$ cat config.mk
export PLATFORM = sky130hd
export DESIGN_NAME = fpu_16
export DESIGN_NICKNAME = d
export VERILOG_FILES = /design/src/rtl/fpu_16.sv
export SDC_FILE = /design/constraint.sdc
export NUM_CORES = 1
export LEC_CHECK = 0
export BUFFER_PORTS_ARGS = -buffer_cell sky130_fd_sc_hd__buf_2
export CAP_MARGIN = 20
export CORE_ASPECT_RATIO = 1.1
export CORE_MARGIN = 5
export CORE_UTILIZATION = 61
export CTS_CLUSTER_SIZE = 24
export DETAILED_ROUTE_END_ITERATION = 12
export PLACE_DENSITY = 0.78
export SLEW_MARGIN = 30
export SYNTH_ARGS = -nofsm -noshare
export SYNTH_HDL_FRONTEND = slang
export SYNTH_SLANG_ARGS = --single-unit
$ cat constraint.sdc
create_clock -name clk -period 79.6 [get_ports clk]
set_input_delay 23.88 -clock clk [delete_from_list [all_inputs] [get_ports clk]]
set_output_delay 23.88 -clock clk [all_outputs]
set_load 0.02 [all_outputs]
$ cat src/rtl/fpu_16.sv
// Half-precision (binary16) arithmetic unit: ADD/SUB/MUL/DIV/MIN/MAX/ABS/NEG with exception flags.
// Latency: two cycles (operands registered, then result/flags registered); one new operation per clock.
// Backpressure: none -- free-running pipeline, results read a fixed two edges after issue.
//
// Ports:
//   clk, rst        rising-edge clock, synchronous active-high reset
//   a, b, opc       binary16 operands and 3-bit opcode (captured every edge)
//   op, edge_case   registered binary16 result and flags {invalid, div_by_zero, overflow, underflow}
module fpu_16 (
  input  logic        clk,
  input  logic        rst,
  input  logic [15:0] a,
  input  logic [15:0] b,
  input  logic [2:0]  opc,
  output logic [15:0] op,
  output logic [3:0]  edge_case
);
  localparam logic [2:0] OP_ADD = 3'd0, OP_SUB = 3'd1, OP_MUL = 3'd2, OP_DIV = 3'd3,
                         OP_MIN = 3'd4, OP_MAX = 3'd5, OP_ABS = 3'd6, OP_NEG = 3'd7;
  localparam logic [15:0] QNAN = 16'h7E00;

  logic [15:0] a_q, b_q;
  logic [2:0]  opc_q;
  logic [15:0] res_d;
  logic [3:0]  flg_d;

  always_ff @(posedge clk) begin
    if (rst) begin
      a_q       <= 16'h0;
      b_q       <= 16'h0;
      opc_q     <= OP_ADD;
      op        <= 16'h0;
      edge_case <= 4'h0;
    end else begin
      a_q       <= a;
      b_q       <= b;
      opc_q     <= opc;
      op        <= res_d;
      edge_case <= flg_d;
    end
  end

  // Round-to-nearest-even and pack. sig is 1.f[9:0] followed by guard, round, sticky.
  // Returns {overflow, underflow, result}; a result too small for a normal flushes to signed zero.
  function automatic logic [17:0] round_pack(input logic s, input logic signed [9:0] e,
                                             input logic [13:0] sig);
    logic [11:0]       m;
    logic signed [9:0] ex;
    logic              up;
    up = sig[2] & (sig[1] | sig[0] | sig[3]);
    m  = {1'b0, sig[13:3]} + {11'd0, up};
    ex = e;
    if (m[11]) begin
      m  = m >> 1;
      ex = ex + 10'sd1;
    end
    if (ex >= 10'sd31)     round_pack = {1'b1, 1'b0, s, 5'h1F, 10'h0};
    else if (ex <= 10'sd0) round_pack = {1'b0, 1'b1, s, 15'h0};
    else                   round_pack = {2'b00, s, ex[4:0], m[9:0]};
  endfunction

  // Operand decode; subnormals are treated as zero (no hidden bit, zero mantissa).
  logic              sa, sb, sbe, za, zb, ia, ib, na, nb;
  logic [4:0]        ea, eb;
  logic [10:0]       ma, mb;
  logic signed [9:0] ea_s, eb_s;
  assign sa   = a_q[15];
  assign sb   = b_q[15];
  assign sbe  = sb ^ (opc_q == OP_SUB);
  assign ea   = a_q[14:10];
  assign eb   = b_q[14:10];
  assign za   = (ea == 5'd0);
  assign zb   = (eb == 5'd0);
  assign ia   = (ea == 5'd31) && (a_q[9:0] == 10'd0);
  assign ib   = (eb == 5'd31) && (b_q[9:0] == 10'd0);
  assign na   = (ea == 5'd31) && (a_q[9:0] != 10'd0);
  assign nb   = (eb == 5'd31) && (b_q[9:0] != 10'd0);
  assign ma   = za ? 11'd0 : {1'b1, a_q[9:0]};
  assign mb   = zb ? 11'd0 : {1'b1, b_q[9:0]};
  assign ea_s = $signed({5'd0, ea});
  assign eb_s = $signed({5'd0, eb});

  // ADD/SUB: order by magnitude so the difference is never negative, align the
  // smaller operand with sticky collection, then renormalise.
  logic              swap, xs, ys;
  logic [4:0]        xe, d;
  logic [10:0]       xm, ym;
  logic [13:0]       y_ext, y_sh, y_al, add_sig;
  logic [14:0]       key_a, key_b, sum;
  logic [3:0]        p, shamt;
  logic signed [9:0] add_e;
  logic [17:0]       add_pk;

  always_comb begin
    key_a = za ? 15'd0 : a_q[14:0];
    key_b = zb ? 15'd0 : b_q[14:0];
    swap  = key_b > key_a;
    xs    = swap ? sbe : sa;
    ys    = swap ? sa : sbe;
    xe    = swap ? eb : ea;
    xm    = swap ? mb : ma;
    ym    = swap ? ma : mb;
    d     = swap ? (eb - ea) : (ea - eb);
    y_ext = {ym, 3'b000};
    y_sh  = y_ext >> d;
    y_al  = {y_sh[13:1], y_sh[0] | (|(y_ext & ~({14{1'b1}} << d)))};
    sum   = (xs == ys) ? ({1'b0, xm, 3'b000} + {1'b0, y_al})
                       : ({1'b0, xm, 3'b000} - {1'b0, y_al});
    p = 4'd0;
    for (int i = 0; i < 15; i++) begin
      if (sum[i]) p = 4'(i);
    end
    shamt = 4'd0;
    if (sum[14]) begin
      add_sig = {sum[14:2], sum[1] | sum[0]};
      add_e   = $signed({5'd0, xe}) + 10'sd1;
    end else begin
      shamt   = 4'd13 - p;
      add_sig = sum[13:0] << shamt;
      add_e   = $signed({5'd0, xe}) - $signed({6'd0, shamt});
    end
    add_pk = round_pack(xs, add_e, add_sig);
  end

  // MUL: 11x11 mantissa product lies in [1,4).
  logic [21:0]       prod;
  logic [13:0]       mul_sig;
  logic signed [9:0] mul_e;
  logic [17:0]       mul_pk;

  always_comb begin
    prod  = {11'd0, ma} * {11'd0, mb};
    mul_e = ea_s + eb_s - 10'sd15;
    if (prod[21]) begin
      mul_sig = {prod[21:9], |prod[8:0]};
      mul_e   = mul_e + 10'sd1;
    end else begin
      mul_sig = {prod[20:8], |prod[7:0]};
    end
    mul_pk = round_pack(sa ^ sb, mul_e, mul_sig);
  end

  // DIV: ma*2^14/mb lies in (2^13, 2^15), giving at least 14 quotient bits;
  // the remainder folds into sticky.
  logic [24:0]       num;
  logic [10:0]       den, rem;
  logic [14:0]       q;
  logic [13:0]       div_sig;
  logic signed [9:0] div_e;
  logic [17:0]       div_pk;

  always_comb begin
    num = {ma, 14'd0};
    den = zb ? 11'd1 : mb;            // zero divisor is handled as a special case
    q   = 15'(num / {14'd0, den});
    rem = 11'(num % {14'd0, den});
    if (q[14]) begin
      div_sig = {q[14:2], (|q[1:0]) | (rem != 11'd0)};
      div_e   = ea_s - eb_s + 10'sd15;
    end else begin
      div_sig = {q[13:1], q[0] | (rem != 11'd0)};
      div_e   = ea_s - eb_s + 10'sd14;
    end
    div_pk = round_pack(sa ^ sb, div_e, div_sig);
  end

  // MIN/MAX total-order keys: -0 sorts below +0.
  logic [15:0] ka, kb;
  logic        a_lt;
  assign ka   = sa ? {1'b0, ~a_q[14:0]} : {1'b1, a_q[14:0]};
  assign kb   = sb ? {1'b0, ~b_q[14:0]} : {1'b1, b_q[14:0]};
  assign a_lt = ka < kb;

  always_comb begin
    res_d = 16'h0;
    flg_d = 4'h0;
    case (opc_q)
      OP_ADD, OP_SUB: begin
        if (na | nb)                     res_d = QNAN;
        else if (ia & ib & (sa != sbe)) begin res_d = QNAN; flg_d = 4'b1000; end
        else if (ia)                     res_d = a_q;
        else if (ib)                     res_d = {sbe, 15'h7C00};
        else if (za & zb)                res_d = {sa & sbe, 15'h0};
        else if (sum == 15'd0)           res_d = 16'h0;   // exact cancellation is +0
        else begin res_d = add_pk[15:0]; flg_d = {2'b00, add_pk[17:16]}; end
      end
      OP_MUL: begin
        if (na | nb)                     res_d = QNAN;
        else if ((za & ib) | (ia & zb)) begin res_d = QNAN; flg_d = 4'b1000; end
        else if (ia | ib)                res_d = {sa ^ sb, 15'h7C00};
        else if (za | zb)                res_d = {sa ^ sb, 15'h0};
        else begin res_d = mul_pk[15:0]; flg_d = {2'b00, mul_pk[17:16]}; end
      end
      OP_DIV: begin
        if (na | nb)                     res_d = QNAN;
        else if ((za & zb) | (ia & ib)) begin res_d = QNAN; flg_d = 4'b1000; end
        else if (zb) begin res_d = {sa ^ sb, 15'h7C00}; flg_d = 4'b0100; end
        else if (ia)                     res_d = {sa ^ sb, 15'h7C00};
        else if (ib | za)                res_d = {sa ^ sb, 15'h0};
        else begin res_d = div_pk[15:0]; flg_d = {2'b00, div_pk[17:16]}; end
      end
      OP_MIN, OP_MAX: begin
        if (na & nb)   res_d = QNAN;
        else if (na)   res_d = b_q;
        else if (nb)   res_d = a_q;
        else           res_d = ((opc_q == OP_MIN) == a_lt) ? a_q : b_q;
      end
      OP_ABS: res_d = {1'b0, a_q[14:0]};
      OP_NEG: res_d = {~a_q[15], a_q[14:0]};
    endcase
  end

endmodule

# After elaboration in Yosys (flattened, before gate mapping)
# Cells that the tools add are included.
# totals
out_inout_bits	20
regBits	55
# op_classes
n_eq_ne	12
shifts	3
n_mux	82
n_mul	1
div_mod_pow	2
reduce_logical	19
bitwise	33
add_sub_neg	19
order_cmp	8
# ops
op	n
16-bit 2-to-1 mux	21
16-bit case mux with 6 select lines	1
10-bit 2-to-1 mux	9
4-bit 2-to-1 mux	19
11-bit 2-to-1 mux	5
18-bit 2-to-1 mux	3
17-bit 2-to-1 mux	3
15-bit 2-to-1 mux	3
14-bit 2-to-1 mux	3
11-bit by 1-bit adder with 12-bit output	3
10-bit by 2-bit adder with 10-bit output (second input constant)	3
10-bit by 6-bit greater-or-equal comparator with 1-bit output (second input constant)	3
10-bit by 1-bit less-or-equal comparator with 1-bit output (second input constant)	3
15-bit NOT	2
25-bit by 11-bit divider with 25-bit output	1
25-bit by 11-bit modulo with 25-bit output	1
11-bit by 11-bit multiplier with 22-bit output	1
10-bit zero test	2
10-bit nonzero test	2
16-bit < comparator	1
2-bit 2-to-1 mux	8
1-bit OR	16
14-bit by 14-bit adder with 15-bit output	1
15-bit greater-than comparator	1
other kinds (37)	64

# Longest topological paths before layout
# logic_depth
word_depth	43
depth_mapped	310
mapped_depth_nobuf	280

# Worst setup path before layout
# No wires, ideal clock.
# synth_path
path_kind	reg-to-reg
from	register b_q[11]
to	register op[0]
period_less_slack_ns	55.917
path_stages_with_launch	294
path_slack_ns	23.683
t_arrival_ns	55.784
path_buffers	31
setup_ns	0.133
path_cell_list	dfxtp_1 nor4_2 nand2_1 clkbuf_1 nand2_1 ha_1 or3_1 a41o_1 ha_1 nand2b_1 o311a_1 a21o_1 ha_1 or3_1 o22ai_1 nor4_1 a21oi_1 inv_1 [... 258 more ...] nor4b_1 nand3_1 nor4_4 buf_4 nand2_1 o21ai_1 ha_1 a21o_1 a21o_1 a21oi_1 nor2b_1 o21ai_0 o21ai_0 a311oi_1 o21ai_0 nor4_1 and4bb_1 o41ai_2
# synth_via
elab_chain_cells	43
# synth_lines
item	line_no	text
from (decl)	22	logic [15:0] a_q, b_q;
from (signal assigned)	30	b_q <= 16'h0;
from (signal assigned)	36	b_q <= b;
parallel branches: the longest is 42 deep, another holds 25-bit by 11-bit modulo with 25-bit output	--	
16-bit case mux with 6 select lines *	177	case (opc_q)
to (signal assigned)	38	op <= res_d;
to (decl)	15	output logic [15:0] op,
# Every way passes the cells marked *.
# A chain may end at the register's enable or synchronous reset.

# Worst setup path after layout
# Same ends and word-level chain as after synthesis.

==> reports/results.md <==
| Quantity | This run |
|---|---|
| FF-to-FF Start | b_q[11] |
| Rows | 82 |
| Number of slew-limit violations in the final report | 0 |
| Simple-gate share of the synthesized area | 25.1% |
| Rel. slew slack | 29.8% |
| Number of remaining DRC errors | 0 |
| Mapped Avg Cell Area | 7.11 um^2 |
| Synth Area in XOR/XNOR | 8.05% |
| Category of the most critical setup path | reg2reg |
| Vias in the first global route | 28100 |
| Area growth from synthesis to final layout | 3.22% |
| Vias per cell | 6.68 |
| Result of the run | complete, no violations |
| Die H | 235 um |
| Maximum fanout along the worst path | 35 |
| Clock tree root driver cell | sky130_fd_sc_hd__clkbuf_16 |
| Count of flip-flops with a built-in enable after synthesis | 0 |
| Buffer and inverter count on the worst path | 9 |
| Die X | 215 um |
| Crit-path slowest cell | sky130_fd_sc_hd__and2_1 |
| Post-detailed-routing wire length | 88.7 mm |
| Final min period | 62.31 ns |
| Overall fraction of global-route tracks in use | 33.3% |
| WP data required | 79.80 ns |
| Start point of the worst hold path | opc_q[0] |
| First-pass GRT wire length | 143 mm |
| Sequential share of the synthesized area | 3.91% |
| Clock tree from TritonCTS | yes |
| Setup crit start kind | register |
| Total iterations of the first detailed-routing run | 9 |
| Final critical-path share of the clock period | 78.3% |
| Kind of cell with the highest combined delay on the critical path | compound AO/OA/AOI/OAI gates |
| Worst-case clock skew | 0.0197 ns |
| Pin count of the biggest net entering global routing | 66 |
| Total vias in the final route | 30000 |
| First-iteration detailed-routing DRC count | 3141 |
| Deepest clock path buffer count | 2 |
| Syn. warnings | 0 |
| Hold Vio Cnt, Final | 0 |
| Main synth FF type | sky130_fd_sc_hd__dfxtp_1 |
| Unrepaired setup endpoints after global routing | false |
| Final total negative setup slack | 0 ns |
| Hold bufs inserted after CTS | 0 |
| Number of buffers added for setup after CTS | 0 |
| Antenna cells | 0 |
| Initial core utilization | 61.7% |
| Routed wire per std cell | 19.7 um |
| Adder-Cell Fraction of Synth Area | 22.1% |
| Post_cts resized | 0 |
| Top achievable clock speed | 16.0 MHz |
| Multiplexer share of the synthesized area | 4.45% |
| Number of antenna violations at the first check in global routing | 0 |
| Critical path arrival | 62.51 ns |
| Slew at the pin with the worst max-slew slack | 1.03 ns |
| Clock latency of the later-clocked register in the worst-skew pair | 0.33 ns |
| Compound-cell area share of the yosys netlist | 30.0% |
| Post-Syn Area | 28200 um^2 |
| Final cell count without fillers | 4496 |
| Total overflow reported by the global router | 0 |
| Post-DP HPWL | 68.7 mm |
| Setup violators final | 0 |
| Delay contributed by the slowest stage of the critical path | 0.81 ns |
| Antenna Nets Post-Route | 0 |
| Number of H-tree branching levels | 2 |
| # clock sinks | 55 |
| CP endpoint kind | register |
| Last weighted congestion value of the routability-driven placer | 1.02 |
| DP Cell Count | 4488 |
| Syn Nets | 4444 |
| Async SR Flop Fraction | 0% |
| Synth Register Bits | 55 |
| CTS buffer count | 5 |
| Gate count after technology mapping | 3961 |
| Cell with the most instances on the worst path | sky130_fd_sc_hd__o21ai_0 |
| Clock transition at the registers of the reported paths | 0.10 ns |
| Die Footprint | 50600 um^2 |
| Number of primary I/O pins | 57 |
| Count of max-cap constraint violations | 0 |
| Count of buffers inserted at the top-level ports | 56 |
| Core region area | 45700 um^2 |
| Crit path launch | b_q[11] |
| Class of the most critical hold timing path | reg2reg |
| Count of unique library cells instantiated by Yosys | 123 |
| Net count, final | 4390 |
| Fraction of layout cells with a size suffix above 1 | 7.50% |
| Combinational family with the most area after synthesis | compound AO/OA/AOI/OAI gates |
-- metrics by stage --
stage	setup WS (ns)	utilization (%)	hold WS, ns	area (um^2)
2_1_floorplan	23.68	-	0.640	28200
3_3_place_gp	19.85	63.3	0.751	28900
3_5_place_dp	18.05	63.3	0.775	28900
4_1_cts	17.75	63.6	0.798	29100
5_1_grt	11.37	63.7	0.859	29100
6_report	17.29	63.7	0.814	29100
-- layout make-up --
class | instances | area [um^2]
repair buffers | 105 | 648
clock inverters | 3 | 27.5
inverters | 292 | 1100
flip-flops and latches | 55 | 1100
fillers | 4181 | 16600
multi-input cells | 3448 | 25300
clock buffers | 5 | 125
well taps | 588 | 736
-- synthesized netlist by cell type (51+ instances only) --
library cell / count / area share [%]
sky130_fd_sc_hd__ha_1: 360 / 16
sky130_fd_sc_hd__nand2_1: 337 / 4.5
sky130_fd_sc_hd__nor2_1: 324 / 4.3
sky130_fd_sc_hd__inv_1: 287 / 3.8
sky130_fd_sc_hd__a21oi_1: 270 / 4.8
sky130_fd_sc_hd__o21ai_0: 245 / 4.4
sky130_fd_sc_hd__xnor2_1: 164 / 5.1
sky130_fd_sc_hd__nand3_1: 132 / 2.3
sky130_fd_sc_hd__clkbuf_1: 125 / 1.7
sky130_fd_sc_hd__a21o_1: 124 / 3.3
sky130_fd_sc_hd__nor3_1: 100 / 1.8
sky130_fd_sc_hd__xor2_1: 93 / 2.9
sky130_fd_sc_hd__fa_1: 86 / 6.1
sky130_fd_sc_hd__nor2b_1: 83 / 1.8
sky130_fd_sc_hd__nand2b_1: 78 / 1.7
sky130_fd_sc_hd__and2_1: 58 / 1.3
sky130_fd_sc_hd__and3_1: 58 / 1.3
sky130_fd_sc_hd__dfxtp_1: 55 / 3.9
sky130_fd_sc_hd__a31oi_1: 53 / 1.2
sky130_fd_sc_hd__mux2_2: 53 / 2.1
sky130_fd_sc_hd__o21a_1: 53 / 1.4
sky130_fd_sc_hd__o31ai_1: 51 / 1.4
-- per-layer routing --
layer	GRT usage, %	wire (um)	share of wire, %	vias to the layer above
li1	-	-	-	14400
met1	42.6	35800	40	13800
met2	55.1	39900	45	1511
met3	4.37	7780	8.8	324
met4	16.6	5260	5.9	0
met5	0	0	0	-
-- registers in the layout, indices dropped and copies added (netlist names) --
register   count
opc_q          3
a_q           16
edge_case      4
b_q           16
op            16
-- cell families (layout without fill, tap and decap cells) --
family | after synthesis | count (layout)
and+or+nand+nor | 1391 | 1391
AOI/OAI and AO/OA | 1240 | 1240
buffers and inverters | 458 | 405
adders and majority gates | 446 | 446
xor gates and xnor gates | 258 | 258
muxes | 113 | 113
DFF | 55 | 55
-- worst paths after layout --
path / endpoint / slack [ns] / cells past startpoint
min reg2reg: op[15] / 0.81 / 4
max: op[0] / 17.29 / 271
max reg2reg: op[0] / 17.29 / 271
min: op[15] / 0.81 / 4
-- layout by cell type (no fill, tap or decap), drive strengths merged, types with 14 or more instances in the layout --
cell type  count
inv          292
a22oi         16
nand4         41
a21oi        273
o211ai        41
and3          58
a311oi        16
o2111ai       14
and4          14
or3           30
o21ai        281
nor4          44
buf          105
nand2        338
nor3         107
mux2          60
nand2b        78
a211oi        56
o21a          54
or2           25
nor2         326
o211a         16
ha           360
o31a          14
a31oi         56
mux2i         50
xnor2        164
o31ai         54
nand3        133
o22ai         21
xor2          94
and2          60
o21bai        27
dfxtp         55
fa            86
a21o         124
or4           17
a21boi        23
nor2b         83
-- worst reg2reg max path, delay by kind of cell, from the launching register on --
| family | cells | cell delay [ns] |
|---|---|---|
| AO/OA/AOI/OAI | 152 | 31.65 |
| adder cells (fa/ha/maj) | 24 | 7.57 |
| buffers and inverters | 9 | 2.22 |
| flip-flops | 1 | 0.48 |
| multiplexers | 8 | 2.65 |
| AND/OR/NAND/NOR | 78 | 17.68 |
Power is not shown: default switching activity piles up to over one toggle a cycle in this logic, so the estimate is an artifact.
